[src/rtl/mult_accum_pkg.sv]
// Shared types and saturation-limit helpers for the multiply-accumulate stage.
package mult_accum_pkg;

  // Product width of the default 8x8 multiplier configuration.
  localparam int P_width = 16;
  localparam int SAT_W   = 64;

  typedef struct packed {
    logic v;
    logic last;
    logic tc;
  } tag_t;

  function automatic logic [SAT_W-1:0] sat_umax(input int w);
    return (SAT_W'(1) << w) - SAT_W'(1);
  endfunction

  function automatic logic [SAT_W-1:0] sat_smax(input int w);
    return (SAT_W'(1) << (w - 1)) - SAT_W'(1);
  endfunction

  // Low w bits hold the most negative w-bit two's-complement value.
  function automatic logic [SAT_W-1:0] sat_smin(input int w);
    return SAT_W'(1) << (w - 1);
  endfunction

endpackage

[src/rtl/mult_accum_fifo.sv]
// Synchronous FIFO of frame results; data_o reads as zero while empty.
module mult_accum_fifo #(
  parameter int WIDTH = 25,
  parameter int DEPTH = 2
) (
  input  logic                       CLK,
  input  logic                       rst_n,
  input  logic                       push_i,
  input  logic [WIDTH-1:0]           data_i,
  input  logic                       pop_i,
  output logic [WIDTH-1:0]           data_o,
  output logic                       valid_o,
  output logic [$clog2(DEPTH+1)-1:0] count_o
);

  localparam int PTR_W = (DEPTH > 1) ? $clog2(DEPTH) : 1;
  localparam int CW    = $clog2(DEPTH + 1);

  logic [WIDTH-1:0] mem_q [DEPTH];
  logic [PTR_W-1:0] rd_q, wr_q;
  logic [CW-1:0]    count_q;
  logic             wr_en, rd_en;

  function automatic logic [PTR_W-1:0] next_ptr(input logic [PTR_W-1:0] p);
    return (p == PTR_W'(DEPTH - 1)) ? '0 : p + PTR_W'(1);
  endfunction

  // A full buffer still accepts a push when the head leaves in the same cycle.
  assign wr_en   = push_i && ((count_q != CW'(DEPTH)) || pop_i);
  assign rd_en   = pop_i && (count_q != '0);
  assign valid_o = (count_q != '0);
  assign data_o  = valid_o ? mem_q[rd_q] : '0;
  assign count_o = count_q;

  // NOTE: storage has no reset; valid_o and the zeroed data_o hide stale words.
  always_ff @(posedge CLK) begin
    if (wr_en) mem_q[wr_q] <= data_i;
  end

  always_ff @(posedge CLK or negedge rst_n) begin
    if (!rst_n) begin
      rd_q    <= '0;
      wr_q    <= '0;
      count_q <= '0;
    end else begin
      if (wr_en) wr_q <= next_ptr(wr_q);
      if (rd_en) rd_q <= next_ptr(rd_q);
      case ({wr_en, rd_en})
        2'b10:   count_q <= count_q + CW'(1);
        2'b01:   count_q <= count_q - CW'(1);
        default: count_q <= count_q;
      endcase
    end
  end

endmodule

[src/rtl/mult_accum_stage.sv]
// Frame accumulator behind a LATENCY-stage multiplier with credit-based in_ready.
// Define MULT_ACCUM_SAT_EN to clamp overflowing sums instead of wrapping them.
module mult_accum_stage
  import mult_accum_pkg::*;
#(
  parameter int A_width    = 8,
  parameter int B_width    = 8,
  parameter int ACC_width  = 24,
  parameter int LATENCY    = 3,
  parameter int FIFO_DEPTH = 2
) (
  input  logic                       CLK,
  input  logic                       rst_n,
  input  logic                       in_valid,
  input  logic                       in_last,
  input  logic                       in_TC,
  output logic                       in_ready,
  input  logic [A_width+B_width-1:0] PRODUCT,
  output logic [ACC_width-1:0]       ACC,
  output logic                       ACC_ovf,
  output logic                       out_valid,
  input  logic                       out_ready
);

  localparam int PW  = A_width + B_width;
  localparam int CW  = $clog2(FIFO_DEPTH + 1);
  localparam int PCW = $clog2(LATENCY + FIFO_DEPTH + 1);
`ifdef MULT_ACCUM_SAT_EN
  localparam logic [ACC_width-1:0] U_MAX = ACC_width'(sat_umax(ACC_width));
  localparam logic [ACC_width-1:0] S_MAX = ACC_width'(sat_smax(ACC_width));
  localparam logic [ACC_width-1:0] S_MIN = ACC_width'(sat_smin(ACC_width));
`endif

  typedef struct packed {
    logic [ACC_width-1:0] acc;
    logic                 ovf;
  } result_t;

  tag_t                 tag_q [LATENCY];
  tag_t                 head;
  logic                 issue;
  logic [ACC_width-1:0] acc_q, acc_d;
  logic                 first_q, first_d;
  logic                 sticky_q, sticky_d;
  logic [ACC_width:0]   ext, base, sum;
  logic                 beat_ovf;
  logic [ACC_width-1:0] beat_res;
  logic                 push, pop;
  result_t              push_data, head_data;
  logic [CW-1:0]        fifo_count;
  logic [PCW-1:0]       pending;

  assign issue = in_valid && in_ready;
  assign head  = tag_q[LATENCY-1];

  // Both operands are extended to ACC_width+1 bits, so the sum itself never wraps.
  always_comb begin
    ext      = {{(ACC_width + 1 - PW){head.tc & PRODUCT[PW-1]}}, PRODUCT};
    base     = first_q ? '0 : {head.tc & acc_q[ACC_width-1], acc_q};
    sum      = base + ext;
    beat_ovf = head.tc ? (sum[ACC_width] ^ sum[ACC_width-1]) : sum[ACC_width];
`ifdef MULT_ACCUM_SAT_EN
    if (!beat_ovf)    beat_res = sum[ACC_width-1:0];
    else if (head.tc) beat_res = sum[ACC_width] ? S_MIN : S_MAX;
    else              beat_res = U_MAX;
`else
    beat_res = sum[ACC_width-1:0];
`endif
  end

  assign push      = head.v && head.last;
  assign push_data = '{acc: beat_res, ovf: sticky_q | beat_ovf};

  // NOTE: every always_comb output gets a default first, so no path infers a latch.
  always_comb begin
    acc_d    = acc_q;
    first_d  = first_q;
    sticky_d = sticky_q;
    if (head.v) begin
      if (head.last) begin
        acc_d    = '0;
        first_d  = 1'b1;
        sticky_d = 1'b0;
      end else begin
        acc_d    = beat_res;
        first_d  = 1'b0;
        sticky_d = sticky_q | beat_ovf;
      end
    end
  end

  // Every frame end already in the tag pipe holds a buffer slot in reserve.
  always_comb begin
    pending = PCW'(fifo_count);
    for (int i = 0; i < LATENCY; i++) begin
      pending = pending + PCW'(tag_q[i].v & tag_q[i].last);
    end
    in_ready = (pending < PCW'(FIFO_DEPTH));
  end

  always_ff @(posedge CLK or negedge rst_n) begin
    if (!rst_n) begin
      for (int i = 0; i < LATENCY; i++) tag_q[i] <= '0;
      acc_q    <= '0;
      first_q  <= 1'b1;
      sticky_q <= 1'b0;
    end else begin
      tag_q[0] <= '{v: issue, last: issue & in_last, tc: in_TC};
      for (int i = 1; i < LATENCY; i++) tag_q[i] <= tag_q[i-1];
      acc_q    <= acc_d;
      first_q  <= first_d;
      sticky_q <= sticky_d;
    end
  end

  assign pop = out_valid && out_ready;

  mult_accum_fifo #(
    .WIDTH ($bits(result_t)),
    .DEPTH (FIFO_DEPTH)
  ) u_fifo (
    .CLK     (CLK),
    .rst_n   (rst_n),
    .push_i  (push),
    .data_i  (push_data),
    .pop_i   (pop),
    .data_o  (head_data),
    .valid_o (out_valid),
    .count_o (fifo_count)
  );

  assign ACC     = head_data.acc;
  assign ACC_ovf = head_data.ovf;

endmodule

[config.mk]
export PLATFORM = sky130hd
export DESIGN_NAME = mult_accum_stage
export DESIGN_NICKNAME = d
export VERILOG_FILES = /design/src/rtl/mult_accum_pkg.sv /design/src/rtl/mult_accum_fifo.sv /design/src/rtl/mult_accum_stage.sv
export SDC_FILE = /design/constraint.sdc
export NUM_CORES = 1
export LEC_CHECK = 0
export ABC_CLOCK_PERIOD_IN_PS = 4600
export CORE_UTILIZATION = 40
export CTS_BUF_LIST = sky130_fd_sc_hd__clkbuf_2
export CTS_CLUSTER_DIAMETER = 40
export CTS_CLUSTER_SIZE = 30
export DETAILED_ROUTE_END_ITERATION = 8
export DONT_BUFFER_PORTS = 1
export GPL_TIMING_DRIVEN = 0
export MAX_ROUTING_LAYER = met4
export SYNTH_ARGS = -nofsm -noshare
export SYNTH_HDL_FRONTEND = slang
export SYNTH_SLANG_ARGS = --single-unit
export TNS_END_PERCENT = 30
[constraint.sdc]
create_clock -name CLK -period 4.6 [get_ports CLK]
set_input_delay 0.92 -clock CLK [delete_from_list [all_inputs] [get_ports CLK]]
set_output_delay 0.92 -clock CLK [all_outputs]
set_load 0.01 [all_outputs]
==> key figures, run 1 <==
Status
  – Status: finished, final reports clean

Synthesis
  – Syn nets: 483
  – Top cells by area, synth: edfxtp_1 31%, dfrtp_1 19%, ha_1 6.4%
  – Primary FF master, synth: edfxtp_1
  – Count leader, synth: edfxtp_1
  – Register area share after synthesis: 0.5078
  – Commonest cells in the synthesized netlist: 50 x edfxtp_1, 47 x nor2b_1, 40 x nor2_1
  – Yosys cell types: 51
  – Mean Syn Cell Area: 11.27 um2
  – Number of synthesized register bits: 89
  – Cell taking the most area after synthesis: edfxtp_1
  – Synthesized area: 0.004881 mm2
  – Async SR Flop Fraction: 0.4382
  – Post-synth top area share: 0.3076
  – Cells after Synth: 433
  – YS warnings: 0
  – EDFF count, synth: 50

Critical path
  – Worst setup SP type: flip-flop
  – Crit Path Max Fanout: 10
  – Critical Path AT: 4.22 ns
  – Worst EP required: 4.97 ns
  – Worst Setup End Kind: flip-flop
  – Critical path class: flip-flop to flip-flop

Finish
  – Antenna cell count: 0
  – Layout cell share with drive strength beyond 1: 0.1261
  – Reg area: 0.002479 mm2
  – Final cell count without fillers: 595
  – Multi-input gate area: 0.002255 mm2
  – Core Util, Final: 0.4501
  – Filler Cells Inserted: 1096
  – Final #Nets: 497
  – Area Growth Syn to Fin: 7.536%

STA
  – Max-slew violations: 0
  – Worst Slack Setup Final: 0.7545 ns
  – Final setup fails: 0
  – Maximum clock rate: 0.2600 GHz
  – Worst slew pin tran: 1.004 ns
  – Tcrit/Tclk final: 0.8360
  – RSZ-0062 raised after global routing: false
  – Hold Vio Cnt, Final: 0
  – Max Clock Skew: 0.03151 ns
  – Setup TNS: 0 ns
  – Worst slew margin: 0.3223
  – Fin crit period: 3.846 ns

Floorplan
  – Area of the die: 0.01265 mm2
  – Ports: 49
  – Initial Util: 0.4185
  – Core outline area: 0.01166 mm2
  – Num rows: 39
  – Die Ht: 112.5 um
  – Die W: 112.5 um

Clock tree
  – # H-tree levels: 3
  – CTS tree: yes
  – Sink Count: 89
  – Clk slew on worst S/H paths: 0.25 ns
  – Clk root buf: clkbuf_2
  – Clock Tree Buf Depth: 2
  – Worst-skew pair later-pin latency: 0.60 ns
  – TritonCTS Buffers: 9

Power
  – Total power: 0.003646 W
  – Pint: 0.002079 W
  – Seq pwr share: 0.342
  – Power Density: 694.6 mW/mm2
  – Clk network pwr share: 0.110
  – Sw Ratio: 0.4298
  – Lkg Pwr: 2.220 nW
  – Combinational share of power: 0.548
  – Peak VDD IR: 0.2069 mV
  – Switching power total: 0.001567 W

Global routing
  – Global-route wire length before repair: 17510 um
  – Initial antenna violation count: 0
  – Congestion Overflow GR: 0
  – Vias in the first global route: 3306
  – Largest net degree at the start of global routing: 39
  – GRT Util Overall: 0.1869

Route
  – DR WL/cell: 17.77 um
  – Mean number of vias per cell: 5.429
  – Routed Antenna Nets: 0
  – DR vias: 3230
  – Drt drc: 0
  – Pre-Repair DR Iteration Count: 4
  – Starting DRT DRC Count: 194
  – Drt total wl: 10570 um

Place
  – Port bufs: 0
  – DP Worst Slack: 0.8266 ns
  – DP Cell Count: 578
  – Routability cong.: 0.8312
  – Post-DP HPWL: 7757 um

Run
  – Max-cap violations: 0

Worst hold path
  – Hold WC Path Type: input port to asynchronous set/reset pin
-- sequential cells by signal, summed over array words and instances (netlist names) --
register / cells
tag_q: 6
u_fifo.rd_q: 1
u_fifo.mem_q: 50
sticky_q: 1
head: 3
u_fifo.count_o: 2
u_fifo.wr_q: 1
acc_q: 24
first_q: 1
-- power groups by stage --
stage	clock [W]	sequential (W)	combinational (W)
floorplan	0	0.00124	0.00156
global placement	0	0.00126	0.00194
global route	0.000437	0.00127	0.00224
CTS	0.000407	0.00125	0.00201
detailed placement	0	0.00127	0.00199
finish	0.000401	0.00125	0.00200
-- what timing repair did --
| action | 4_1_cts | 5_1_grt |
|---|---|---|
| endpoints found under the hold margin | 38 | 0 |
| setup buffers | 0 | 0 |
| hold buffers | 1 | 0 |
| resized for setup | 0 | 0 |
-- final timing paths --
kind	startpoint	endpoint	cells after the start	slack (ns)
max	first_q	u_fifo.mem_q[0][0]	13	0.75
min	rst_n	acc_q[11]	1	0.11
max reg2reg	first_q	u_fifo.mem_q[0][0]	13	0.75
min reg2reg	tag_q[3]	head[0]	0	0.38
max in group asynchronous	rst_n	acc_q[20]	1	4.26
min in group CLK	in_TC	tag_q[6]	0	0.34
-- area by class of cell --
cell class | instances | share of cell area
Timing Repair Buffer | 3 | 0.01430
Clock inverter | 6 | 0.01120
Inverter | 21 | 0.01502
Tap cell | 143 | 0.03409
Sequential cell | 89 | 0.4722
Multi-Input combinational cell | 306 | 0.4296
Buffer | 17 | 0.01406
Clock buffer | 10 | 0.009535
-- cells in the final DEF, fill, tap and decap left out, types with 2 or more instances in the layout --
cell / count
o21ai_1: 2
nand2_1: 20
a31o_2: 22
ha_1: 25
and3_1: 2
o21ai_0: 11
o21bai_1: 2
xnor2_1: 19
a41oi_1: 2
nor2_2: 2
nor2b_1: 47
nor2_1: 38
clkinv_1: 2
o211ai_1: 2
clkbuf_1: 13
xor2_1: 9
nand3_1: 7
and2_1: 4
o2111ai_1: 2
buf_16: 2
o21ai_2: 2
clkbuf_2: 11
a21o_1: 13
edfxtp_1: 50
mux2i_1: 26
fa_1: 3
a31oi_1: 2
inv_1: 21
a21oi_1: 24
dfrtp_1: 38
-- stage by stage --
stage | area, um2 | hold WS (ns)
final | 5249 | 0.1145
after global routing | 5249 | 0.06457
after CTS | 5249 | 0.09841
after detailed placement | 5120 | 0.3364
after global placement | 5060 | 0.3365
after floorplan | 4881 | 0.3312
-- metal layers --
layer	up-vias	GRT usage	routed length, um
li1	1580	-	-
met1	1564	0.2486	5055
met2	69	0.2865	4790
met3	17	0.04212	552
met4	0	0.05422	172
met5	-	-	0
-- cells by family after synthesis --
group,after synthesis,share of synthesized area
xor+xnor,28,0.05024
mux,27,0.05563
fa+ha+maj,28,0.07639
buf+inv,38,0.03127
compound gates,95,0.1436
simple gates,128,0.1351
flops,89,0.5078
-- worst max-delay path, cell delays in order (launching register included) --
cell and delay [ns]:
dfstp_2 0.65, clkbuf_1 0.43, inv_1 0.12, nand2_1 0.12, inv_1 0.05, ha_1 0.29
a211oi_2 0.28, nor4b_2 0.11, o2111ai_1 0.24, nand2_1 0.19, a221oi_4 0.45, mux2i_1 0.28
xor2_1 0.27, nand2_1 0.12
No activity file was read; power rests on OpenSTA's default activity.
==> run 2, diff against run 1 <==
ABC_CLOCK_PERIOD_IN_PS = 3550   (was 4600)
clock period = 3.55 ns   (was 4.6 ns; I/O delays follow)
==> run 2 against run 1 <==
Worst setup slack got worse by 0.55 ns. Critical path depth unchanged. Die area unchanged. Sequential power increased by 29%. Utilization increased by 0.46 points. Global-route usage decreased by 0.21 points. Clock-buffer cell count unchanged. Clock skew about the same. Critical endpoint unchanged. Largest power group unchanged.
==> key figures, run 2 (synthesized netlist as in run 1, its figures left out) <==
Status
  – Status: finished, final reports clean (unchanged)

Route
  – DR WL/cell: 17.61 um (was 17.77 um)
  – Drt drc: 0 (unchanged)
  – Starting DRT DRC Count: 233 (was 194)
  – Drt total wl: 10530 um (was 10570 um)
  – Routed Antenna Nets: 0 (unchanged)
  – DR vias: 3237 (was 3230)
  – Mean number of vias per cell: 5.413 (was 5.429)
  – Pre-Repair DR Iteration Count: 4 (unchanged)

STA
  – Fin crit period: 3.343 ns (was 3.846 ns)
  – Max Clock Skew: 0.03176 ns (was 0.03151 ns)
  – Worst slew margin: 0.3223 (unchanged)
  – Hold Vio Cnt, Final: 0 (unchanged)
  – Tcrit/Tclk final: 0.9417 (was 0.8360)
  – Final setup fails: 0 (unchanged)
  – Max-slew violations: 0 (unchanged)
  – Setup TNS: 0 ns (unchanged)
  – Maximum clock rate: 0.2991 GHz (was 0.2600 GHz)
  – Worst Slack Setup Final: 0.2070 ns (was 0.7545 ns)
  – Worst slew pin tran: 1.004 ns (unchanged)

Critical path
  – Bufs and invs on worst path: 3 (unchanged)
  – Critical Path AT: 3.70 ns (was 4.22 ns)
  – CP max stage cell: dfstp_2 (unchanged)
  – Critical path class: flip-flop to flip-flop (unchanged)
  – Family with the most delay on the worst path: compound AO/OA/AOI/OAI gates (unchanged)
  – Crit Path Max Fanout: 10 (unchanged)
  – Worst reg2reg setup slack: 0.21 ns (was 0.75 ns)
  – Worst EP required: 3.91 ns (was 4.97 ns)
  – Crit-path max cell delay: 0.62 ns (was 0.65 ns)
  – Worst setup SP type: flip-flop (unchanged)
  – Crit-path cells: clkbuf_4 -> inv_1 -> nand2_1 -> inv_1 -> ha_1 -> a211oi_2 -> nor4b_4 -> o2111ai_2 -> nand2_2 -> a221oi_4 -> mux2i_1 -> xor2_1 -> nand2_1 (was clkbuf_1 -> inv_1 -> nand2_1 -> inv_1 -> ha_1 -> a211oi_2 -> nor4b_2 -> o2111ai_1 -> nand2_1 -> a221oi_4 -> mux2i_1 -> xor2_1 -> nand2_1)
  – Worst Setup End Kind: flip-flop (unchanged)

Global routing
  – Vias in the first global route: 3318 (was 3306)
  – GRT Util Overall: 0.1848 (was 0.1869)
  – Initial antenna violation count: 0 (unchanged)
  – Congestion Overflow GR: 0 (unchanged)
  – Global-route wire length before repair: 17390 um (was 17510 um)
  – Largest net degree at the start of global routing: 40 (was 39)

Power
  – Seq pwr share: 0.337 (was 0.342)
  – Clk network pwr share: 0.108 (was 0.110)
  – Power Density: 902.3 mW/mm2 (was 694.6 mW/mm2)
  – Sw Ratio: 0.4301 (was 0.4298)
  – Total power: 0.004785 W (was 0.003646 W)
  – Peak VDD IR: 0.2674 mV (was 0.2069 mV)
  – Switching power total: 0.002058 W (was 0.001567 W)
  – Lkg Pwr: 2.248 nW (was 2.220 nW)
  – Combinational share of power: 0.555 (was 0.548)
  – Pint: 0.002727 W (was 0.002079 W)

Clock tree
  – Clk slew on worst S/H paths: 0.24 ns (was 0.25 ns)
  – TritonCTS Buffers: 9 (unchanged)
  – Sink Count: 89 (unchanged)
  – Clock Tree Buf Depth: 2 (unchanged)
  – CTS tree: yes (unchanged)
  – Worst-skew pair later-pin latency: 0.58 ns (was 0.60 ns)
  – Clk root buf: clkbuf_2 (unchanged)
  – # H-tree levels: 3 (unchanged)

Finish
  – Filler Cells Inserted: 1087 (was 1096)
  – Most flops, register: u_fifo.mem_q (unchanged)
  – Design Area, Final: 0.005303 mm2 (was 0.005249 mm2)
  – Final #Nets: 500 (was 497)
  – Final cell count without fillers: 598 (was 595)
  – Biggest regs: u_fifo.mem_q (50), acc_q (24), tag_q (6) (unchanged)
  – Most frequent cells in the layout: 50 x edfxtp_1, 47 x nor2b_1, 38 x nor2_1, 38 x dfrtp_1, 26 x mux2i_1 (unchanged)
  – Antenna cell count: 0 (unchanged)
  – Number of flip-flops in the largest register: 50 (unchanged)
  – Area Growth Syn to Fin: 8.639% (was 7.536%)
  – Commonest non-fill, non-tap cell in the layout: edfxtp_1 (unchanged)
  – Layout cell share with drive strength beyond 1: 0.1407 (was 0.1261)

Floorplan
  – Ports: 49 (unchanged)
  – Die Ht: 112.5 um (unchanged)
  – Num rows: 39 (unchanged)
  – Die W: 112.5 um (unchanged)
  – Core outline area: 0.01166 mm2 (unchanged)
  – Initial Util: 0.4185 (unchanged)
  – Area of the die: 0.01265 mm2 (unchanged)

Place
  – DP Worst Slack: -0.2234 ns (was 0.8266 ns)
  – DP Cell Count: 578 (unchanged)
  – Post-DP HPWL: 7757 um (unchanged)
  – Port bufs: 0 (unchanged)
  – Routability cong.: 0.8312 (unchanged)
  – Placed inst area: 0.005120 mm2 (unchanged)

Run
  – Max-cap violations: 0 (unchanged)

Worst hold path
  – Hold WC Path Type: input port to flip-flop (was input port to asynchronous set/reset pin)
run 2: worst register-to-register path, cell delays in order, from the launching register on:
cell       delay [ns]
dfstp_2          0.62
clkbuf_4         0.22
inv_1            0.07
nand2_1          0.10
inv_1            0.06
ha_1             0.29
a211oi_2         0.33
nor4b_4          0.09
o2111ai_2        0.21
nand2_2          0.13
a221oi_4         0.34
mux2i_1          0.27
xor2_1           0.27
nand2_1          0.12
run 2: final timing paths:
path	from	to	cells past startpoint
worst max register to register	first_q	u_fifo.mem_q[0][0]	13
max in group asynchronous	rst_n	first_q	2
worst max-delay path	first_q	u_fifo.mem_q[0][0]	13
worst min register to register	tag_q[3]	head[0]	0
worst min-delay path	in_TC	tag_q[6]	0
min in group asynchronous	rst_n	acc_q[11]	2
run 2: final cells by class:
cell class / instances / area, um2 / share of cell area
Inverter: 21 / 78.83 / 0.01487
Clock inverter: 6 / 58.81 / 0.01109
Clock buffer: 10 / 50.05 / 0.009438
Multi-Input combinational cell: 306 / 2276 / 0.4292
Buffer: 17 / 81.33 / 0.01534
Timing Repair Buffer: 6 / 100.1 / 0.01888
Sequential cell: 89 / 2479 / 0.4674
Tap cell: 143 / 178.9 / 0.03374
run 2: power by group through the flow:
stage	Clock (W)	Combinational (W)	Sequential [W]
detailed placement	0	0.00257	0.00164
floorplan	0	0.00203	0.00161
global placement	0	0.00252	0.00164
CTS	0.000527	0.00261	0.00162
finish	0.000515	0.00266	0.00161
global route	0.000566	0.00296	0.00164
run 2: through the flow:
step / hold WS (ns) / utilization
6_report: 0.1452 / 0.4547
2_1_floorplan: 0.3312 / -
3_5_place_dp: 0.3364 / 0.4390
3_3_place_gp: 0.3365 / 0.4339
4_1_cts: 0.09202 / 0.4518
5_1_grt: 0.08958 / 0.4547
run 2: timing repair:
action                                 4_1_cts  5_1_grt
hold buffers                                 2        0
resized for setup                            2        9
endpoints found under the hold margin       39        0
setup endpoints to repair                    5       19
pin swaps                                    1        1
buffers inserted                             1        1
run 2: metal layers:
metal,vias up,global-route usage,wire [um]
li1,1584,-,-
met1,1574,0.2441,5069
met2,67,0.2832,4816
met3,12,0.04212,513
met4,0,0.05778,129
met5,-,-,0
